<file path="config.mk">
export PLATFORM = sky130hd
export DESIGN_NAME = imm_extend_pipe
export DESIGN_NICKNAME = d
export VERILOG_FILES = /design/src/rtl/imm_extend_pipe.sv
export SDC_FILE = /design/constraint.sdc
export NUM_CORES = 1
export LEC_CHECK = 0
export ABC_AREA = 0
export CAP_MARGIN = 20
export CORE_MARGIN = 2
export CORE_UTILIZATION = 25
export DETAILED_ROUTE_END_ITERATION = 6
export GPL_TIMING_DRIVEN = 0
export SLEW_MARGIN = 10
export SYNTH_ARGS = -nofsm -noshare
export SYNTH_HDL_FRONTEND = slang
export SYNTH_SLANG_ARGS = --single-unit
</file>
<file path="constraint.sdc">
create_clock -name clock -period 2.3 [get_ports clock]
set_input_delay 0.345 -clock clock [delete_from_list [all_inputs] [get_ports clock]]
set_output_delay 0.345 -clock clock [all_outputs]
set_load 0.1 [all_outputs]
</file>
<file path="src/rtl/imm_extend_pipe.sv">
// rtl/imm_extend_pipe.sv - pipelined immediate extender with a 2-entry skid buffer
// Modes: 00 sign-ext, 01 zero-ext, 10 upper-load, 11 branch offset (sign-ext then << BR_SHIFT).
module imm_extend_pipe #(
    parameter int IN_W     = 16,
    parameter int OUT_W    = 32,
    parameter int BR_SHIFT = 2
) (
    input  logic             clock,
    input  logic             reset,
    input  logic             flush,
    input  logic             in_valid,
    output logic             in_ready,
    input  logic [IN_W-1:0]  in_imm,
    input  logic [1:0]       in_mode,
    output logic             out_valid,
    input  logic             out_ready,
    output logic [OUT_W-1:0] out_data,
    output logic             out_neg
);

    localparam logic [1:0] MODE_SEXT   = 2'b00;
    localparam logic [1:0] MODE_ZEXT   = 2'b01;
    localparam logic [1:0] MODE_UPPER  = 2'b10;
    localparam logic [1:0] MODE_BRANCH = 2'b11;

    logic             r_out_valid;
    logic [OUT_W-1:0] r_out_data;
    logic             r_out_neg;
    logic             r_skid_valid;
    logic [OUT_W-1:0] r_skid_data;

    logic [OUT_W-1:0] w_sext;
    logic [OUT_W-1:0] w_zext;
    logic [OUT_W-1:0] w_ext;
    logic             w_accept;
    logic             w_drain;
    logic             w_main_free;

    assign w_sext = OUT_W'($signed(in_imm));
    assign w_zext = OUT_W'(in_imm);

    always_comb begin
        w_ext = w_sext;
        case (in_mode)
            MODE_SEXT:   w_ext = w_sext;
            MODE_ZEXT:   w_ext = w_zext;
            MODE_UPPER:  w_ext = w_zext << (OUT_W - IN_W);
            MODE_BRANCH: w_ext = w_sext << BR_SHIFT;
            default:     w_ext = w_sext;
        endcase
    end

    // in_ready depends on registered state only, so no path from out_ready.
    assign in_ready    = ~r_skid_valid;
    assign w_accept    = in_valid & ~r_skid_valid;
    assign w_drain     = r_out_valid & out_ready;
    assign w_main_free = ~r_out_valid | w_drain;

    always_ff @(posedge clock or negedge reset) begin
        if (!reset) begin
            r_out_valid  <= 1'b0;
            r_out_data   <= '0;
            r_out_neg    <= 1'b0;
            r_skid_valid <= 1'b0;
            r_skid_data  <= '0;
        end else if (flush) begin
            r_out_valid  <= 1'b0;
            r_out_data   <= '0;
            r_out_neg    <= 1'b0;
            r_skid_valid <= 1'b0;
        end else if (w_main_free) begin
            if (r_skid_valid) begin
                r_out_valid  <= 1'b1;
                r_out_data   <= r_skid_data;
                r_out_neg    <= r_skid_data[OUT_W-1];
                r_skid_valid <= w_accept;
                if (w_accept) begin
                    r_skid_data <= w_ext;
                end
            end else if (w_accept) begin
                r_out_valid <= 1'b1;
                r_out_data  <= w_ext;
                r_out_neg   <= w_ext[OUT_W-1];
            end else begin
                r_out_valid <= 1'b0;
            end
        end else if (w_accept) begin
            r_skid_valid <= 1'b1;
            r_skid_data  <= w_ext;
        end
    end

    assign out_valid = r_out_valid;
    assign out_data  = r_out_data;
    assign out_neg   = r_out_neg;

endmodule

</file>
==> results of run 1 <==
==> repair_timing <==
action                                  4_1_cts  5_1_grt
gates resized for setup                       4        0
hold buffers                                  1        0
endpoints found under the setup margin        2        0
hold endpoints to repair                     26        0
==> flip-flops by register name (all words and copies together) (netlist names) <==
| name | flops |
|---|---|
| out_data | 32 |
| r_skid_data | 32 |
| out_valid | 1 |
| r_skid_valid | 1 |
==> layer usage <==
metal | share of wire (%) | vias up | wire length (um)
met3 | 4.6 | 14 | 442
met1 | 46 | 1374 | 4437
met5 | 0 | - | 0
li1 | - | 1270 | -
met2 | 47 | 62 | 4544
met4 | 2.5 | 0 | 238
==> through the flow <==
stage | TNS (ns) | total power (uW) | area [um^2] | utilization, %
2_1_floorplan | 0 | 2087 | 3511 | -
3_3_place_gp | -88.69 | 2336 | 4277 | 31.05
3_5_place_dp | -0.1930 | 2358 | 4294 | 31.18
4_1_cts | 0 | 3713 | 4587 | 33.30
5_1_grt | 0 | 3836 | 4587 | 33.30
6_report | 0 | 3679 | 4589 | 33.32
==> worst max-delay path by stage <==
| stage | endpoint | slack [ns] | depth (start not counted) |
|---|---|---|---|
| 2_1_floorplan | r_skid_data[11]$_DFFE_PN0P_ | 0.30 | 4 |
| 3_3_place_gp | out_data[8]$_DFFE_PN0P_ | -1.34 | 1 |
| 3_5_place_dp | in_ready | -0.19 | 4 |
| 4_1_cts | out_data[20] | 0.06 | 1 |
| 5_1_grt | out_data[20] | 0.03 | 1 |
| 6_report | out_data[20] | 0.08 | 1 |
==> synth_stat cells <==
cell                        instances
sky130_fd_sc_hd__a211o_1           15
sky130_fd_sc_hd__a21oi_1           16
sky130_fd_sc_hd__a221o_1           14
sky130_fd_sc_hd__a22o_1            14
sky130_fd_sc_hd__a31oi_1            1
sky130_fd_sc_hd__a32o_1            29
sky130_fd_sc_hd__and2_1             2
sky130_fd_sc_hd__and2_4             1
sky130_fd_sc_hd__buf_1              2
sky130_fd_sc_hd__buf_12             1
sky130_fd_sc_hd__buf_2             15
sky130_fd_sc_hd__buf_4              1
sky130_fd_sc_hd__buf_6              3
sky130_fd_sc_hd__clkbuf_1          10
sky130_fd_sc_hd__clkbuf_2           1
sky130_fd_sc_hd__dfrtp_1           66
sky130_fd_sc_hd__inv_1             16
sky130_fd_sc_hd__inv_2              1
sky130_fd_sc_hd__mux2_2            23
sky130_fd_sc_hd__mux2_4             9
sky130_fd_sc_hd__mux2i_1           17
sky130_fd_sc_hd__nand2_1           15
sky130_fd_sc_hd__nand2b_1          16
sky130_fd_sc_hd__nand3_1            1
sky130_fd_sc_hd__nor2_1             2
sky130_fd_sc_hd__nor2b_1            3
sky130_fd_sc_hd__nor3_1             2
sky130_fd_sc_hd__nor3b_2            1
sky130_fd_sc_hd__o21ba_2            1
sky130_fd_sc_hd__o2bb2ai_1          3
sky130_fd_sc_hd__or3_1              1
==> power by group <==
part / internal (uW) / switching [uW]
clock network: 858 / 484
logic: 343 / 573
registers: 1350 / 72.3
==> layout make-up <==
type	instances	area, um^2
Fill cell	1394	9184
Sequential cell	66	1652
Multi-Input combinational cell	186	1609
Timing Repair Buffer	56	568.0
Clock buffer	12	246.5
Tap cell	180	225.2
Buffer	32	182.7
Inverter	17	63.81
Clock inverter	3	40.04
Antenna cell	1	2.502
==> kinds of logic after synthesis <==
kind of cell	share of synthesized area (%)
multiplexers	16.07
AND/OR/NAND/NOR	6.771
AO/OA/AOI/OAI	22.99
flip-flops	47.04
buffers and inverters	7.128
==> metrics, run 1 <==
outcome complete, no violations; data arrival time of the critical path 1.88 ns; final setup margin 0.07939 ns; mean post-synth cell area 11.63 um^2; number of buffers added by the clock tree synthesis step 9; pin count of the biggest net entering global routing 41; Synth area leader sky130_fd_sc_hd__dfrtp_1; post-route DRC violation count 0; count of distinct cell types in the synthesized netlist 31; leak pwr 0.002107 uW; worst max-slew margin expressed relative to the limit 33.84%; standard cell with the maximum stage delay on the critical path sky130_fd_sc_hd__clkdlybuf4s50_1; sequential element share of the synthesized area 47.04%; CTS root buf sky130_fd_sc_hd__clkbuf_16; nets in the synthesized netlist ~330; final net count 391; clock latency at the later pin of the worst-skew pair 0.34 ns; busiest metal layer after global routing met2; leading cell type in the layout, fill and taps excluded sky130_fd_sc_hd__dfrtp_1; Post-Syn Instances 302; delay contributed by the slowest stage of the critical path between 1 and 1.5 ns; total standard cell area after synthesis 3511 um^2; number of I/O port buffers 54; mean routed wirelength per cell 17.47 um; worst setup slack after placement -0.1930 ns; total number of placement rows 43; launch instance of the worst register-to-register path r_skid_valid$_DFFE_PN0P_; type of destination of the critical path output pin; met2 Track Usage GR 21.53%; number of max-cap violations 0; total instance count after detailed placement 537; GR Layer Usage met1 roughly 17%; cell types with the largest area share after synthesis sky130_fd_sc_hd__dfrtp_1 47%, sky130_fd_sc_hd__a32o_1 8.3%, sky130_fd_sc_hd__mux2_2 7.4%; width of the chip 122.5 um; HPWL Detailed between 7 and 8 mm; Register-to-Register Path Depth 6; GPL Wtd Cong around 0.8; effective utilization at floorplan 25.49%; CTS tree yes; global-route wire length before repair 15.46 mm; total overflow reported by the global router 0; Data required, critical path about 2 ns; achievable frequency 450.3 MHz; setup slack, reg-to-reg 0.44 ns; number of cells in the finished layout apart from fillers 553; CTS H-tree depth 3; sink count of the clock tree 66; most used cells in the layout excluding fill and tap cells 66 x sky130_fd_sc_hd__dfrtp_1, 51 x sky130_fd_sc_hd__clkdlybuf4s50_1, 29 x sky130_fd_sc_hd__a32o_1; via count of the first global-routing pass 2817; max-slew violation count 0; hold_ws 0.4730 ns; setup repair after global routing missed its margin no; final setup fails 0; register clock-pin slew on the reported worst setup and hold paths 0.05 ns; Final Cycle Share 96.55%; worst path cell trace clkdlybuf4s50_1; Hold WC Path Type input port to asynchronous set/reset pin; worst-path fanout max 2; detailed router's first-iteration violation count 164; P&R area growth vs syn 30.72%; synthesis-stage register bit count 66; core area 13770 um^2; highest ir drop seen on vdd roughly 0.38 mV; P per Cell Area 801.6 nW/um^2; initial antenna violation count 0; total iterations of the first detailed-routing run 4; total I/O pin count between 50 and 60; final critical path time including I/O delays and setup 2.221 ns; maximum buffer depth of the clock tree 2; GR Util All Layers 13.60%; kind of critical path register to output pin; startpoint of the most critical setup path out_data[20]$_DFFE_PN0P_; final hold vios 0; worst slew pin tran ~0.99 ns; post-route antenna net violation count 0; number of buffers added for setup after CTS 0; average via count per standard cell 4.919; DIE AREA 15010 um^2; worst path buffer plus inverter count 1; RR Endpoint out_data[24]$_DFFE_PN0P_; sort of element at the start of the critical path register; vias after detailed routing 2720; Synthesis Warnings 0; area share of the largest cell type after synthesis between 40 and 50%; share of final-layout standard cells stronger than drive strength 1 19.62%; die height 122.5 um; Worst path top cell family by delay buffers and inverters; sum of routed wire length over all layers around 9.7 mm; GR Layer Usage met3 about 3.2%; worst-case clock skew 0.004878 ns
Note: power is estimated with default switching activity, not from simulation.
==> run 2, diff against run 1 <==
Settings changed: PLACE_DENSITY_LB_ADDON set to 0.1.
==> metrics, run 2 (same netlist as run 1, synthesis figures left out) <==
outcome complete, no violations; delay contributed by the slowest stage of the critical path 1.14 ns (-0.02 ns); register clock-pin slew on the reported worst setup and hold paths 0.06 ns (about the same); share of final-layout standard cells stronger than drive strength 1 20.38% (+0.75 points); final critical path time including I/O delays and setup 2.197 ns (-0.02333 ns); sum of routed wire length over all layers 10.11 mm (+4.7%); fin util 33.59% (+0.27 points); maximum buffer depth of the clock tree 2 (unchanged); number of fillers in the final layout 1452 (+4.2%); pin count of the biggest net entering global routing 44 (+7.3%); final hold vios 0 (unchanged); max-slew violation count 0 (unchanged); standard cell with the maximum stage delay on the critical path sky130_fd_sc_hd__clkdlybuf4s50_1; number of cells in the finished layout apart from fillers 553 (unchanged); Int Power 2662 uW (+4.4%); worst-case clock skew 0.009678 ns (+0.004800 ns); leak pwr 0.002130 uW (+1.1%); switching share of power 30.20% (-0.49 points); effective utilization at floorplan 25.49% (unchanged); number of max-cap violations 0 (unchanged); worst-path fanout max 2 (unchanged); DIE AREA 15010 um^2 (unchanged); data arrival time of the critical path 1.85 ns (-0.03 ns); Register-to-Register Path Depth 5 (-1); detailed router's first-iteration violation count 118 (-28%); final net count 391 (unchanged); combinational fraction of design power 24.2% (-0.7 points); worst path cell trace clkdlybuf4s50_1; core area 13770 um^2 (unchanged); leading cell type in the layout, fill and taps excluded sky130_fd_sc_hd__dfrtp_1; final setup fails 0 (unchanged); HPWL Detailed 7.417 mm (+5.1%); CTS H-tree depth 3 (unchanged); via count of the first global-routing pass 2753 (-2.3%); CTS tree yes; register area 1652 um^2 (unchanged); Final Cycle Share 95.53% (-1.0 points); number of cells on the critical path 1 (unchanged); total instance count after detailed placement 537 (unchanged); initial antenna violation count 0 (unchanged); clock network fraction of design power 38.7% (+2.2 points); post-route DRC violation count 0 (unchanged); die height 122.5 um (unchanged); worst max-slew margin expressed relative to the limit 34.56% (+0.72 points); total iterations of the first detailed-routing run 5 (+1); Worst path top cell family by delay buffers and inverters; achievable frequency 455.1 MHz (+1.1%); P&R area growth vs syn 31.79%; P per Cell Area 824.2 nW/um^2 (+2.8%); CTS root buf sky130_fd_sc_hd__clkbuf_16; number of I/O port buffers 54 (unchanged); GR Util All Layers 14.57% (+0.97 points); total overflow reported by the global router 0 (unchanged); global-route wire length before repair 16.12 mm (+4.2%); total I/O pin count 58 (unchanged); antenna fix cells 0 (-1); type of destination of the critical path output pin; multi-input combinational cell area 1609 um^2 (unchanged); sort of element at the start of the critical path register; vias after detailed routing 2660 (-2.2%); worst path buffer plus inverter count 1 (unchanged); switching power of the nets 1152 uW (+2.0%); GPL Wtd Cong 0.7470 (-9.0%); average via count per standard cell 4.810 (-2.2%); width of the chip 122.5 um (unchanged); most used cells in the layout excluding fill and tap cells 66 x sky130_fd_sc_hd__dfrtp_1, 51 x sky130_fd_sc_hd__clkdlybuf4s50_1, 29 x sky130_fd_sc_hd__a32o_1; highest ir drop seen on vdd 0.3663 mV (-4.4%); mean routed wirelength per cell 18.29 um (+4.7%); setup repair after global routing missed its margin no; part of the total power dissipated in sequential elements 37.1% (-1.5 points); Data required, critical path 1.96 ns (about the same); total number of placement rows 43 (unchanged); Hold WC Path Type input port to asynchronous set/reset pin; clock latency at the later pin of the worst-skew pair 0.34 ns (about the same); number of buffers added by the clock tree synthesis step 9 (unchanged); sink count of the clock tree 66 (unchanged); post-route antenna net violation count 0 (unchanged); kind of critical path register to output pin; number of buffers added for setup after CTS 0 (unchanged); worst slew pin tran 0.9786 ns (-0.01072 ns)
==> run 2: cell count changes in the layout (fill, tap and decap cells not counted) <==
cell,delta
sky130_fd_sc_hd__clkinv_2,+2
sky130_fd_sc_hd__buf_12,-1
sky130_fd_sc_hd__diode_2,-1
sky130_fd_sc_hd__clkbuf_1,-2
sky130_fd_sc_hd__bufinv_16,+1
sky130_fd_sc_hd__buf_16,+1
==> run 2: worst paths after layout <==
check,start,end,slack [ns]
worst min register to register,out_data[3]$_DFFE_PN0P_,out_data[3]$_DFFE_PN0P_,0.49
worst max-delay path,out_data[30]$_DFFE_PN0P_,out_data[30],0.10
worst min-delay path,reset,r_skid_data[13]$_DFFE_PN0P_,0.46
min in group clock,out_data[3]$_DFFE_PN0P_,out_data[3]$_DFFE_PN0P_,0.49
worst max register to register,r_skid_valid$_DFFE_PN0P_,out_data[18]$_DFFE_PN0P_,0.44
max in group asynchronous,reset,out_data[24]$_DFFE_PN0P_,1.31
==> run 2: power by group through the flow <==
stage	Sequential (uW)	Clock (uW)	Combinational (uW)
6_report	1420	1480	921
5_1_grt	1440	1570	993
4_1_cts	1420	1510	933
3_5_place_dp	1440	0	929
3_3_place_gp	1440	0	916
2_1_floorplan	1680	0	403
==> run 2: layer usage <==
layer	track usage (%)	up-vias	share of wire [%]
met5	0	-	0
met3	2.184	11	3.4
met2	22.29	53	47
met4	6.897	0	1.7
met1	20.16	1327	48
li1	-	1269	-
==> run 2: area by class of cell <==
type	count	share of cell area, %
plain buffers	32	3.948
clock buffers	10	5.165
clock inverters	6	1.731
inverters	17	1.379
multi-input cells	186	34.78
flip-flops and latches	66	35.69
well taps	180	4.867
repair buffers	56	12.44
==> run 2: stage by stage <==
step	power [uW]	TNS, ns	worst slack [ns]	hold slack (ns)	instance area (um^2)
after floorplan	2087	0	0.2958	0.04941	3511
after global placement	2351	-107.05	-1.623	0.4779	4277
after detailed placement	2366	-0.2046	-0.2046	0.2824	4302
after CTS	3862	0	0.07165	0.4603	4627
after global routing	4005	0	0.04021	0.4856	4627
final	3814	0	0.1027	0.4560	4627
==> run 2: repair_timing <==
action                                  CTS  global route
resized for setup                         4             0
endpoints found under the setup margin    2             0
hold buffers                              1             0
hold endpoints to repair                 23             0
